### src/rtl/dmem_bus_bridge_if.sv
// Request/response and 32-bit data-bus signals of the memory-stage bridge.
// The bridge takes the master view; the datapath plus memory take the slave view.
interface dmem_bus_bridge_if;
    logic        iReq;
    logic        iWrite;
    logic [1:0]  iSize;
    logic        iSigned;
    logic [31:0] iAddr;
    logic [63:0] iWData;
    logic        oBusy;
    logic        oDone;
    logic        oMisalign;
    logic [63:0] oRData;
    logic        DwReadEnable;
    logic        DwWriteEnable;
    logic [3:0]  DwByteEnable;
    logic [31:0] DwAddress;
    logic [31:0] DwWriteData;
    logic [31:0] DwReadData;

    modport master (
        input  iReq, iWrite, iSize, iSigned, iAddr, iWData, DwReadData,
        output oBusy, oDone, oMisalign, oRData,
        output DwReadEnable, DwWriteEnable, DwByteEnable, DwAddress, DwWriteData
    );

    modport slave (
        output iReq, iWrite, iSize, iSigned, iAddr, iWData, DwReadData,
        input  oBusy, oDone, oMisalign, oRData,
        input  DwReadEnable, DwWriteEnable, DwByteEnable, DwAddress, DwWriteData
    );
endinterface

### src/rtl/dmem_bus_bridge.sv
// LEGv8 load/store bridge onto a 32-bit data bus: lane steering, dword split into two
// beats (low word first), load extension and a one-cycle completion pulse.
module dmem_bus_bridge #(
    parameter int unsigned READ_LAT = 1
) (
    input logic               iCLK,
    input logic               iRST,
    dmem_bus_bridge_if.master bus
);

    typedef enum logic [1:0] {StIdle, StIssue, StWait, StResp} state_e;

    localparam logic [1:0] LastCnt = 2'(READ_LAT - 1);

    state_e      state_q, state_d;
    logic        write_q, write_d;
    logic [1:0]  size_q, size_d;
    logic        signed_q, signed_d;
    logic [31:0] addr_q, addr_d;
    logic [63:0] wdata_q, wdata_d;
    logic        beat_q, beat_d;
    logic [1:0]  cnt_q, cnt_d;
    logic [31:0] lo_q, lo_d;
    logic        busy_q, busy_d;
    logic        done_q, done_d;
    logic        misalign_q, misalign_d;
    logic [63:0] rdata_q, rdata_d;
    logic        re_q, re_d;
    logic        we_q, we_d;
    logic [3:0]  be_q, be_d;
    logic [31:0] baddr_q, baddr_d;
    logic [31:0] bwdata_q, bwdata_d;

    function automatic logic is_misaligned(logic [1:0] size, logic [2:0] a);
        case (size)
            2'd1:    return a[0];
            2'd2:    return |a[1:0];
            2'd3:    return |a[2:0];
            default: return 1'b0;
        endcase
    endfunction

    function automatic logic [3:0] lane_be(logic [1:0] size, logic [1:0] a);
        case (size)
            2'd0:    return 4'b0001 << a;
            2'd1:    return a[1] ? 4'b1100 : 4'b0011;
            default: return 4'b1111;
        endcase
    endfunction

    function automatic logic [31:0] lane_data(logic [1:0] size, logic [31:0] wd);
        case (size)
            2'd0:    return {4{wd[7:0]}};
            2'd1:    return {2{wd[15:0]}};
            default: return wd;
        endcase
    endfunction

    // Sub-dword loads only; alignment is already guaranteed, so shifting by addr[1:0] is safe.
    function automatic logic [63:0] load_extract(logic [1:0] size, logic sext, logic [1:0] a,
                                                 logic [31:0] rd);
        logic [31:0] sh;
        sh = rd >> {a, 3'b000};
        case (size)
            2'd0:    return sext ? {{56{sh[7]}}, sh[7:0]} : {56'd0, sh[7:0]};
            2'd1:    return sext ? {{48{sh[15]}}, sh[15:0]} : {48'd0, sh[15:0]};
            default: return sext ? {{32{sh[31]}}, sh} : {32'd0, sh};
        endcase
    endfunction

    always_comb begin
        state_d    = state_q;
        write_d    = write_q;
        size_d     = size_q;
        signed_d   = signed_q;
        addr_d     = addr_q;
        wdata_d    = wdata_q;
        beat_d     = beat_q;
        cnt_d      = cnt_q;
        lo_d       = lo_q;
        done_d     = 1'b0;
        misalign_d = 1'b0;
        rdata_d    = rdata_q;
        re_d       = 1'b0;
        we_d       = 1'b0;
        be_d       = 4'b0000;
        baddr_d    = baddr_q;
        bwdata_d   = bwdata_q;

        case (state_q)
            StIdle: begin
                if (bus.iReq) begin
                    write_d  = bus.iWrite;
                    size_d   = bus.iSize;
                    signed_d = bus.iSigned;
                    addr_d   = bus.iAddr;
                    wdata_d  = bus.iWData;
                    beat_d   = 1'b0;
                    if (is_misaligned(bus.iSize, bus.iAddr[2:0])) begin
                        state_d    = StResp;
                        done_d     = 1'b1;
                        misalign_d = 1'b1;
                        rdata_d    = 64'd0;
                    end else begin
                        state_d  = StIssue;
                        re_d     = ~bus.iWrite;
                        we_d     = bus.iWrite;
                        be_d     = lane_be(bus.iSize, bus.iAddr[1:0]);
                        baddr_d  = {bus.iAddr[31:2], 2'b00};
                        bwdata_d = lane_data(bus.iSize, bus.iWData[31:0]);
                    end
                end
            end
            StIssue: begin
                if (!write_q) begin
                    state_d = StWait;
                    cnt_d   = 2'd0;
                end else if (size_q == 2'd3 && !beat_q) begin
                    beat_d   = 1'b1;
                    we_d     = 1'b1;
                    be_d     = 4'b1111;
                    baddr_d  = baddr_q + 32'd4;
                    bwdata_d = wdata_q[63:32];
                end else begin
                    state_d = StResp;
                    done_d  = 1'b1;
                end
            end
            StWait: begin
                if (cnt_q == LastCnt) begin
                    cnt_d = 2'd0;
                    if (size_q == 2'd3 && !beat_q) begin
                        lo_d    = bus.DwReadData;
                        beat_d  = 1'b1;
                        state_d = StIssue;
                        re_d    = 1'b1;
                        be_d    = 4'b1111;
                        baddr_d = baddr_q + 32'd4;
                    end else begin
                        state_d = StResp;
                        done_d  = 1'b1;
                        rdata_d = (size_q == 2'd3) ? {bus.DwReadData, lo_q}
                                : load_extract(size_q, signed_q, addr_q[1:0], bus.DwReadData);
                    end
                end else begin
                    cnt_d = cnt_q + 2'd1;
                end
            end
            default: state_d = StIdle;
        endcase

        busy_d = (state_d != StIdle);
    end

    always_ff @(posedge iCLK) begin
        if (iRST) begin
            state_q    <= StIdle;
            write_q    <= 1'b0;
            size_q     <= 2'd0;
            signed_q   <= 1'b0;
            addr_q     <= 32'd0;
            wdata_q    <= 64'd0;
            beat_q     <= 1'b0;
            cnt_q      <= 2'd0;
            lo_q       <= 32'd0;
            busy_q     <= 1'b0;
            done_q     <= 1'b0;
            misalign_q <= 1'b0;
            rdata_q    <= 64'd0;
            re_q       <= 1'b0;
            we_q       <= 1'b0;
            be_q       <= 4'b0000;
            baddr_q    <= 32'd0;
            bwdata_q   <= 32'd0;
        end else begin
            state_q    <= state_d;
            write_q    <= write_d;
            size_q     <= size_d;
            signed_q   <= signed_d;
            addr_q     <= addr_d;
            wdata_q    <= wdata_d;
            beat_q     <= beat_d;
            cnt_q      <= cnt_d;
            lo_q       <= lo_d;
            busy_q     <= busy_d;
            done_q     <= done_d;
            misalign_q <= misalign_d;
            rdata_q    <= rdata_d;
            re_q       <= re_d;
            we_q       <= we_d;
            be_q       <= be_d;
            baddr_q    <= baddr_d;
            bwdata_q   <= bwdata_d;
        end
    end

    assign bus.oBusy         = busy_q;
    assign bus.oDone         = done_q;
    assign bus.oMisalign     = misalign_q;
    assign bus.oRData        = rdata_q;
    assign bus.DwReadEnable  = re_q;
    assign bus.DwWriteEnable = we_q;
    assign bus.DwByteEnable  = be_q;
    assign bus.DwAddress     = baddr_q;
    assign bus.DwWriteData   = bwdata_q;

endmodule
### src/flat_wrapper.sv
// flat-port wrapper written by rule: the top's interface ports become plain ports
module dmem_bus_bridge_flat 
#(
    parameter int unsigned READ_LAT = 1
)
  (iCLK, iRST, bus_iReq, bus_iWrite, bus_iSize, bus_iSigned, bus_iAddr, bus_iWData, bus_DwReadData, bus_oBusy, bus_oDone, bus_oMisalign, bus_oRData, bus_DwReadEnable, bus_DwWriteEnable, bus_DwByteEnable, bus_DwAddress, bus_DwWriteData);
  dmem_bus_bridge_if bus_i ();
  input logic iCLK;
  input logic iRST;
  input wire logic [$bits(bus_i.iReq)-1:0] bus_iReq;
  input wire logic [$bits(bus_i.iWrite)-1:0] bus_iWrite;
  input wire logic [$bits(bus_i.iSize)-1:0] bus_iSize;
  input wire logic [$bits(bus_i.iSigned)-1:0] bus_iSigned;
  input wire logic [$bits(bus_i.iAddr)-1:0] bus_iAddr;
  input wire logic [$bits(bus_i.iWData)-1:0] bus_iWData;
  input wire logic [$bits(bus_i.DwReadData)-1:0] bus_DwReadData;
  output wire logic [$bits(bus_i.oBusy)-1:0] bus_oBusy;
  output wire logic [$bits(bus_i.oDone)-1:0] bus_oDone;
  output wire logic [$bits(bus_i.oMisalign)-1:0] bus_oMisalign;
  output wire logic [$bits(bus_i.oRData)-1:0] bus_oRData;
  output wire logic [$bits(bus_i.DwReadEnable)-1:0] bus_DwReadEnable;
  output wire logic [$bits(bus_i.DwWriteEnable)-1:0] bus_DwWriteEnable;
  output wire logic [$bits(bus_i.DwByteEnable)-1:0] bus_DwByteEnable;
  output wire logic [$bits(bus_i.DwAddress)-1:0] bus_DwAddress;
  output wire logic [$bits(bus_i.DwWriteData)-1:0] bus_DwWriteData;
  assign bus_i.iReq = bus_iReq;
  assign bus_i.iWrite = bus_iWrite;
  assign bus_i.iSize = bus_iSize;
  assign bus_i.iSigned = bus_iSigned;
  assign bus_i.iAddr = bus_iAddr;
  assign bus_i.iWData = bus_iWData;
  assign bus_i.DwReadData = bus_DwReadData;
  assign bus_oBusy = bus_i.oBusy;
  assign bus_oDone = bus_i.oDone;
  assign bus_oMisalign = bus_i.oMisalign;
  assign bus_oRData = bus_i.oRData;
  assign bus_DwReadEnable = bus_i.DwReadEnable;
  assign bus_DwWriteEnable = bus_i.DwWriteEnable;
  assign bus_DwByteEnable = bus_i.DwByteEnable;
  assign bus_DwAddress = bus_i.DwAddress;
  assign bus_DwWriteData = bus_i.DwWriteData;
  dmem_bus_bridge #(.READ_LAT(READ_LAT)) u_core (.iCLK(iCLK), .iRST(iRST), .bus(bus_i));
endmodule
### config.mk
export PLATFORM = sky130hd
export DESIGN_NAME = dmem_bus_bridge_flat
export DESIGN_NICKNAME = d
export VERILOG_FILES = /design/src/rtl/dmem_bus_bridge_if.sv /design/src/rtl/dmem_bus_bridge.sv /design/src/flat_wrapper.sv
export SDC_FILE = /design/constraint.sdc
export NUM_CORES = 1
export LEC_CHECK = 0
export CORE_MARGIN = 4
export CORE_UTILIZATION = 40
export CTS_BUF_LIST = sky130_fd_sc_hd__clkbuf_4
export DETAILED_ROUTE_END_ITERATION = 12
export GPL_ROUTABILITY_DRIVEN = 0
export PLACE_DENSITY = 0.7
export REMOVE_ABC_BUFFERS = 1
export SLEW_MARGIN = 20
export SYNTH_ARGS = -nofsm -noshare
export SYNTH_HDL_FRONTEND = slang
export SYNTH_SLANG_ARGS = --single-unit
### constraint.sdc
create_clock -name iCLK -period 2.96 [get_ports iCLK]
set_input_delay 0.592 -clock iCLK [delete_from_list [all_inputs] [get_ports iCLK]]
set_output_delay 0.592 -clock iCLK [all_outputs]
set_load 0.02 [all_outputs]
# Yosys cells after proc, flatten, opt, wreduce, memory -nomap -nowiden
# Index checks and enable logic that the tools add are counted.
dict set report word_totals {
  regBits 244
}
dict set report op_classes {
  n_addsub 2
  n_eq_ne 15
  shift 2
  muxes 63
  bitwise_logic 2
  n_reduce_logical 21
}
# operator count
set ops {}
lappend ops {{$mux W64} 8}
lappend ops {{$mux W32} 9}
lappend ops {{$pmux W64 S2} 2}
lappend ops {{$pmux W32 S2} 2}
lappend ops {{$pmux W32 S3} 1}
lappend ops {{$add A32 B3 Y32 const B} 1}
lappend ops {{$shr A32 B5 Y32} 1}
lappend ops {{$mux W4} 6}
lappend ops {{$mux W1} 18}
lappend ops {{$mux W2} 8}
lappend ops {{$reduce_and A5 Y1} 3}
lappend ops {{$pmux W4 S3} 1}
lappend ops {{$pmux W1 S3} 3}
lappend ops {{$eq A2 B2 Y1 const B} 4}
lappend ops {{$logic_not A2 Y1} 4}
lappend ops {{$ne A2 B1 Y1 const B} 4}
lappend ops {{$ne A2 B2 Y1 const B} 4}
lappend ops {{$pmux W4 S2} 1}
lappend ops {{$reduce_bool A2 Y1} 4}
lappend ops {{$eq A2 B1 Y1 const B} 3}
lappend ops {{$pmux W2 S3} 1}
lappend ops {{$pmux W1 S2} 2}
lappend ops {{$pmux W2 S2} 1}
lappend ops {{$reduce_and A2 Y1} 2}
lappend ops {{other kinds (10)} 12}

# Logic depth before layout (Yosys ltp)
# Gate-level depths: netlist of run 1.
dict set report logic_depth {
  word_depth 8
  mapped_depth 11
  ltp_nobuf 7
}

# Least setup slack after synthesis of run 1
# Ideal clock, no wire load.
dict set report synth_timing {
  kind {flip-flop to flip-flop}
  from {register u_core.state_q[0]}
  to {register u_core.baddr_q[23] (netlist: u_core.bus.DwAddress[23])}
  setup_ps 122
  arrival_ps 2404
  t_required_ps 2838
  setup_slack_ps 434
  path_stages_with_launch 11
  path_buffers 4
  path_cell_list {dfxtp_1 inv_1 ha_1 buf_6 nor2b_4 or4_1 buf_2 or3_1 clkbuf_2 buf_2 a311o_1}
}
dict set report synth_between {
  elab_chain_len 3
}
# element line
set synth_rtl {}
lappend synth_rtl {{from (decl)} dmem_bus_bridge.sv:15} ;# state_e state_q, state_d;
lappend synth_rtl {{from (signal assigned)} dmem_bus_bridge.sv:157} ;# state_q <= StIdle;
lappend synth_rtl {{from (signal assigned)} dmem_bus_bridge.sv:176} ;# state_q <= state_d;
lappend synth_rtl {{$eq A2 B2 Y1, or another cell as far along} dmem_bus_bridge.sv:90} ;# case (state_q)
lappend synth_rtl {{$ne A2 B1 Y1 (no line), or another cell as far along} n/a}
lappend synth_rtl {{$reduce_and A5 Y1 (no line)} n/a}
lappend synth_rtl {{to (signal assigned)} dmem_bus_bridge.sv:192} ;# baddr_q <= baddr_d;
lappend synth_rtl {{to (decl)} dmem_bus_bridge.sv:31} ;# logic [31:0] baddr_q, baddr_d;
# Parallel ways exist; a longest one is shown, timed or not.
# A chain may end at the register's enable or synchronous reset.

# Final worst setup path of run 1
dict set report layout_timing {
  from {register u_core.state_q[0]}
  to {register u_core.baddr_q[30] (netlist: u_core.bus.DwAddress[30])}
}
# Same word-level chain as after synthesis.

==> metrics.sh, run 1 <==
RUN_STATUS='finished, final reports clean'
PEAKVDDDROP_mV=0.403
SYNTH_CELL_TYPES=66
RRSETUPSLACK_NS=0.43
RSZ0062_AT_GRT='no'
REPORT.FINAL.SLEW_VIOL_COUNT=0
GLOBAL_ROUTE.USAGE.MET3_PCT=4.91
STDCELL_AREA_UM2=13900
GLOBALROUTE.TOTALOVERFLOW=0
TIMING.HOLD.WORST.START='iRST'
LAYOUT_COMMON_CELLS='268 x clkdlybuf4s50_1, 239 x nand2_1, 209 x dfxtp_1'
GRT_ANTENNA_BEFORE_REPAIR=2
ROUTED_VIA_DENSITY=5.44
WORST_EP_REQUIRED_TIME_NS=3.55
CTS_TREE='yes'
POST_SYNTH.CELL_AREA_AVG_UM2=8.12
TIGHTEST_SLEW_NS=1.08
NUM_VIAS=10200
DETAILEDPLACEMENTHPWL_UM=23100
P_LEAK_nW=4.99
WORST-ENDPOINT-ARRIVAL_NS=3.12
ROW_COUNT=57
SYNTH_EDF_COUNT=0
NETLIST_AREA_UM2=10100
CTS.REPAIR.RESIZED=0
FIN_UTIL_PCT=56.8
DIEAREA_UM2=27700
MET2_USAGE_IN_GLOBAL_ROUTING_PCT=37.7
FIRSTDRTPASSITERS=5
MAIN_AREA_CONTRIBUTORS_AFTER_SYNTHESIS='dfxtp_1 42%, nand2_1 9.0%, mux2i_1 7.8%'
DETAIL_ROUTE.WL_PER_CELL_UM=17.9
FIN_TOTAL_PWR_W=0.0115
FINAL.SETUP_SKEW_NS=0.0318
GRT_UTIL_MET1_PCT=30.1
SYNTH_TOP_CELL_AREA_SHARE_PCT=41.8
HOLD_END='u_core.bus.DwByteEnable[2]'
TIMING.MAX_CAP.VIOLATIONS=0
CLOCKPOWERSHARE_PCT=23.0
TOTAL_OF_HOLD_BUFFERS_INSERTED_AFTER_CLOCK_TREE_SYNTHESIS=0
GR-USAGE-ALL-LAYERS_PCT=23.1
MAX_FREQ_GHz=0.396
CRIT_PATH_START_KIND='flop'
WORST_SLEW_MARGIN_REL_PCT=28.0
FINAL.PERIOD_UTILIZATION_PCT=85.4
FRACTION_OF_FINAL_LAYOUT_CELLS_WITH_DRIVE_STRENGTH_GREATER_THAN_1_PCT=11.0
INITIAL_UTILIZATION_PCT=41.0
FIRST_PASS_GRT_WIRE_LENGTH_UM=53700
DIE_WIDTH_UM=167
CLOCK_SINK_COUNT=210
TRITONCTS.NUM_BUFFERS=57
FIRST_ITER_VIOLATIONS=890
YOSYS_REGISTER_BITS=210
TIMING_HOLD_VIOLATIONS_FINAL=0
LAYOUT.CELLS.MOST_COMMON='clkdlybuf4s50_1'
TOTALWIRELENGTH_UM=33700
POWER_FRAC_COMB_PCT=44.1
SEQ_POWER_SHARE_PCT=32.8
TIMING.RR.END='u_core.bus.DwAddress[30]'
GRT_BUSIEST_LAYER='met2'
FLOORPLAN.CORE_AREA_UM2=24500
P_SW_SHARE_PCT=40.2
FINAL_CELL_COUNT_NO_FILL=1879
RR_WORST_DEPTH=8
WORSTREG2REGSTART='u_core.state_q[0]'
INSERTION_DELAY_NS=0.67
H-TREE-DEPTH=2
P_SW_W=0.00460
DESIGN.FINAL.NETS=1654
DIE_HEIGHT_UM=167
WORST_HOLD_PATH_TYPE='in2reg'
WORST-SETUP-PATH-TYPE='reg2reg'
VIA_COUNT_OF_THE_FIRST_GLOBAL_ROUTING_PASS=9844
DRCVIOLATIONCOUNT=0
CTS.PATH.MAX_BUFFERS=3
POST-ROUTE-MIN-PERIOD_NS=2.53
P_INT_W=0.00685
AREA_DELTA_SYNTH_FINAL_PCT=38.6
SYNTH-ASYNC-RESET-RATIO_PCT=0
DP_CELLS=1777
YS.FLOP_TYPE='dfxtp_1'
CTS_SETUP_BUFFERS=0
PLACED_CELL_AREA_UM2=13200
P_PER_AREA_nW_PER_UM2=822
YOSYSWARNINGS=0
CRIT_END_CATEGORY='flop'
GRT_MAX_DEGREE=68
CLK_PIN_SLEW_WORST_PATHS_NS=0.07
NETLIST_INSTANCES=1238
FINALSETUPVIOLCOUNT=0
CRIT_FANOUT=24
IO-PIN-COUNT=272
PLACE.PORT_BUFFERS=269
WORSTHOLDPATHCELLS=3
YS_SEQ_AREA_SHARE_PCT=41.8
CLOCK-ROOT-BUFFER='clkbuf_4'
POST-SYNTH-TOP-AREA-CELL='dfxtp_1'
ANTENNA_VIOLATING_NETS_POST_ROUTE=0
==> routing by layer <==
layer  wire, um  vias to the layer above
li1           -                     4993
met1      14400                     4772
met2      15900                      377
met3       2200                       74
met4       1110                        0
met5          0                        -
==> flip-flops by register name, summed over array words and instances, names as in the netlist, 2 cells and up <==
signal / cells
u_core.bus.DwByteEnable: 4
u_core.size_q: 2
u_core.lo_q: 32
u_core.addr_q: 2
u_core.bus.DwAddress: 30
u_core.wdata_q: 32
u_core.bus.DwWriteData: 32
u_core.bus.oRData: 64
u_core.state_q: 2
u_core.cnt_q: 2
==> final cells by class <==
class / count / area [um2]
fillers: 2289 / 10600
multi-input cells: 913 / 5430
clock buffers: 88 / 661
inverters: 12 / 45.0
repair buffers: 318 / 3110
clock inverters: 12 / 81.3
well taps: 324 / 405
flip-flops and latches: 210 / 4210
diodes: 2 / 5.00
==> power by group through the flow <==
stage | clock network (W) | registers (W) | logic, W
finish | 0.00264 | 0.00376 | 0.00505
CTS | 0.00271 | 0.00375 | 0.00506
floorplan | 0 | 0.00422 | 0.00246
global placement | 0 | 0.00379 | 0.00499
detailed placement | 0 | 0.00381 | 0.00504
global route | 0.00287 | 0.00383 | 0.00552
==> critical path, stage by stage (launching register included) <==
cell and delay [ns]:
dfxtp_1 0.41, inv_1 0.09, ha_1 0.22, nor2b_4 0.14, or4_1 0.53, or3_1 0.32, buf_4 0.22, or3_1 0.38
a31oi_1 0.15
==> metrics by stage <==
stage          hold WS [ns]  TNS (ns)  worst slack [ns]
3_5_place_dp          0.445    -0.420           -0.0614
2_1_floorplan         0.425   -111.50             -2.98
6_report              0.365         0             0.434
4_1_cts               0.314         0             0.457
5_1_grt               0.327         0             0.317
3_3_place_gp          0.440   -0.0405          -0.00723
==> cell families (layout without fill, tap and decap cells) <==
logic type	after synthesis	after routing	synth area share, %
multiplexers	92	92	9.44
AO/OA/AOI/OAI	359	359	23.5
AND/OR/NAND/NOR	452	452	19.6
adder cells (fa/ha/maj)	7	7	0.871
XOR/XNOR	1	1	0.0871
flip-flops	210	210	41.8
other	1	4	0.0373
buffers and inverters	116	430	4.64
==> how the worst max path moves through the flow <==
stage                           start                          to  cells after the start
floorplan           u_core.state_q[1]  u_core.bus.DwWriteData[24]                      6
CTS                 u_core.state_q[0]    u_core.bus.DwAddress[30]                      8
detailed placement       bus_iSize[1]        u_core.bus.oRData[8]                      7
finish              u_core.state_q[0]    u_core.bus.DwAddress[30]                      8
global route        u_core.state_q[0]    u_core.bus.DwAddress[13]                      9
global placement         bus_iSize[1]       u_core.bus.oRData[22]                      6
==> synthesized netlist by cell type, types with 3 or more instances <==
cell type  instances
a211o_1            3
a211oi_1          19
a21o_1             4
a21oi_1          124
a22o_1             7
a22oi_1           18
a311oi_1           9
a31oi_1            5
a32oi_1            3
a41oi_1            3
and2_1             8
and3_1             4
and4_1             6
buf_1             10
buf_2              9
buf_4              3
clkbuf_1          80
dfxtp_1          210
ha_1               7
inv_1             11
mux2_2            13
mux2i_1           78
nand2_1          240
nand2b_1           9
nand3_1           17
nand3b_1           6
nand4_1            7
nor2_1           109
nor2b_1           10
nor3_1            11
nor4_1             5
nor4b_1            3
o211a_1            9
o211ai_1          12
o21ai_0           60
o22a_1             5
o22ai_1           11
o2bb2ai_1         46
o31ai_1            3
o32ai_1            4
or2_2              3
or3_1              6
Note: power is estimated with default switching activity, not from simulation.
==> run 2: changes to the inputs <==
--- a/config.mk
+++ b/config.mk
@@ -10,6 +10,7 @@
 export CTS_BUF_LIST = sky130_fd_sc_hd__clkbuf_4
 export DETAILED_ROUTE_END_ITERATION = 12
 export GPL_ROUTABILITY_DRIVEN = 0
+export HOLD_SLACK_MARGIN = 0.12
 export PLACE_DENSITY = 0.7
 export REMOVE_ABC_BUFFERS = 1
 export SLEW_MARGIN = 20
==> results of run 2 <==
The final DEF is identical to that of run 1; final timing and power are the same.
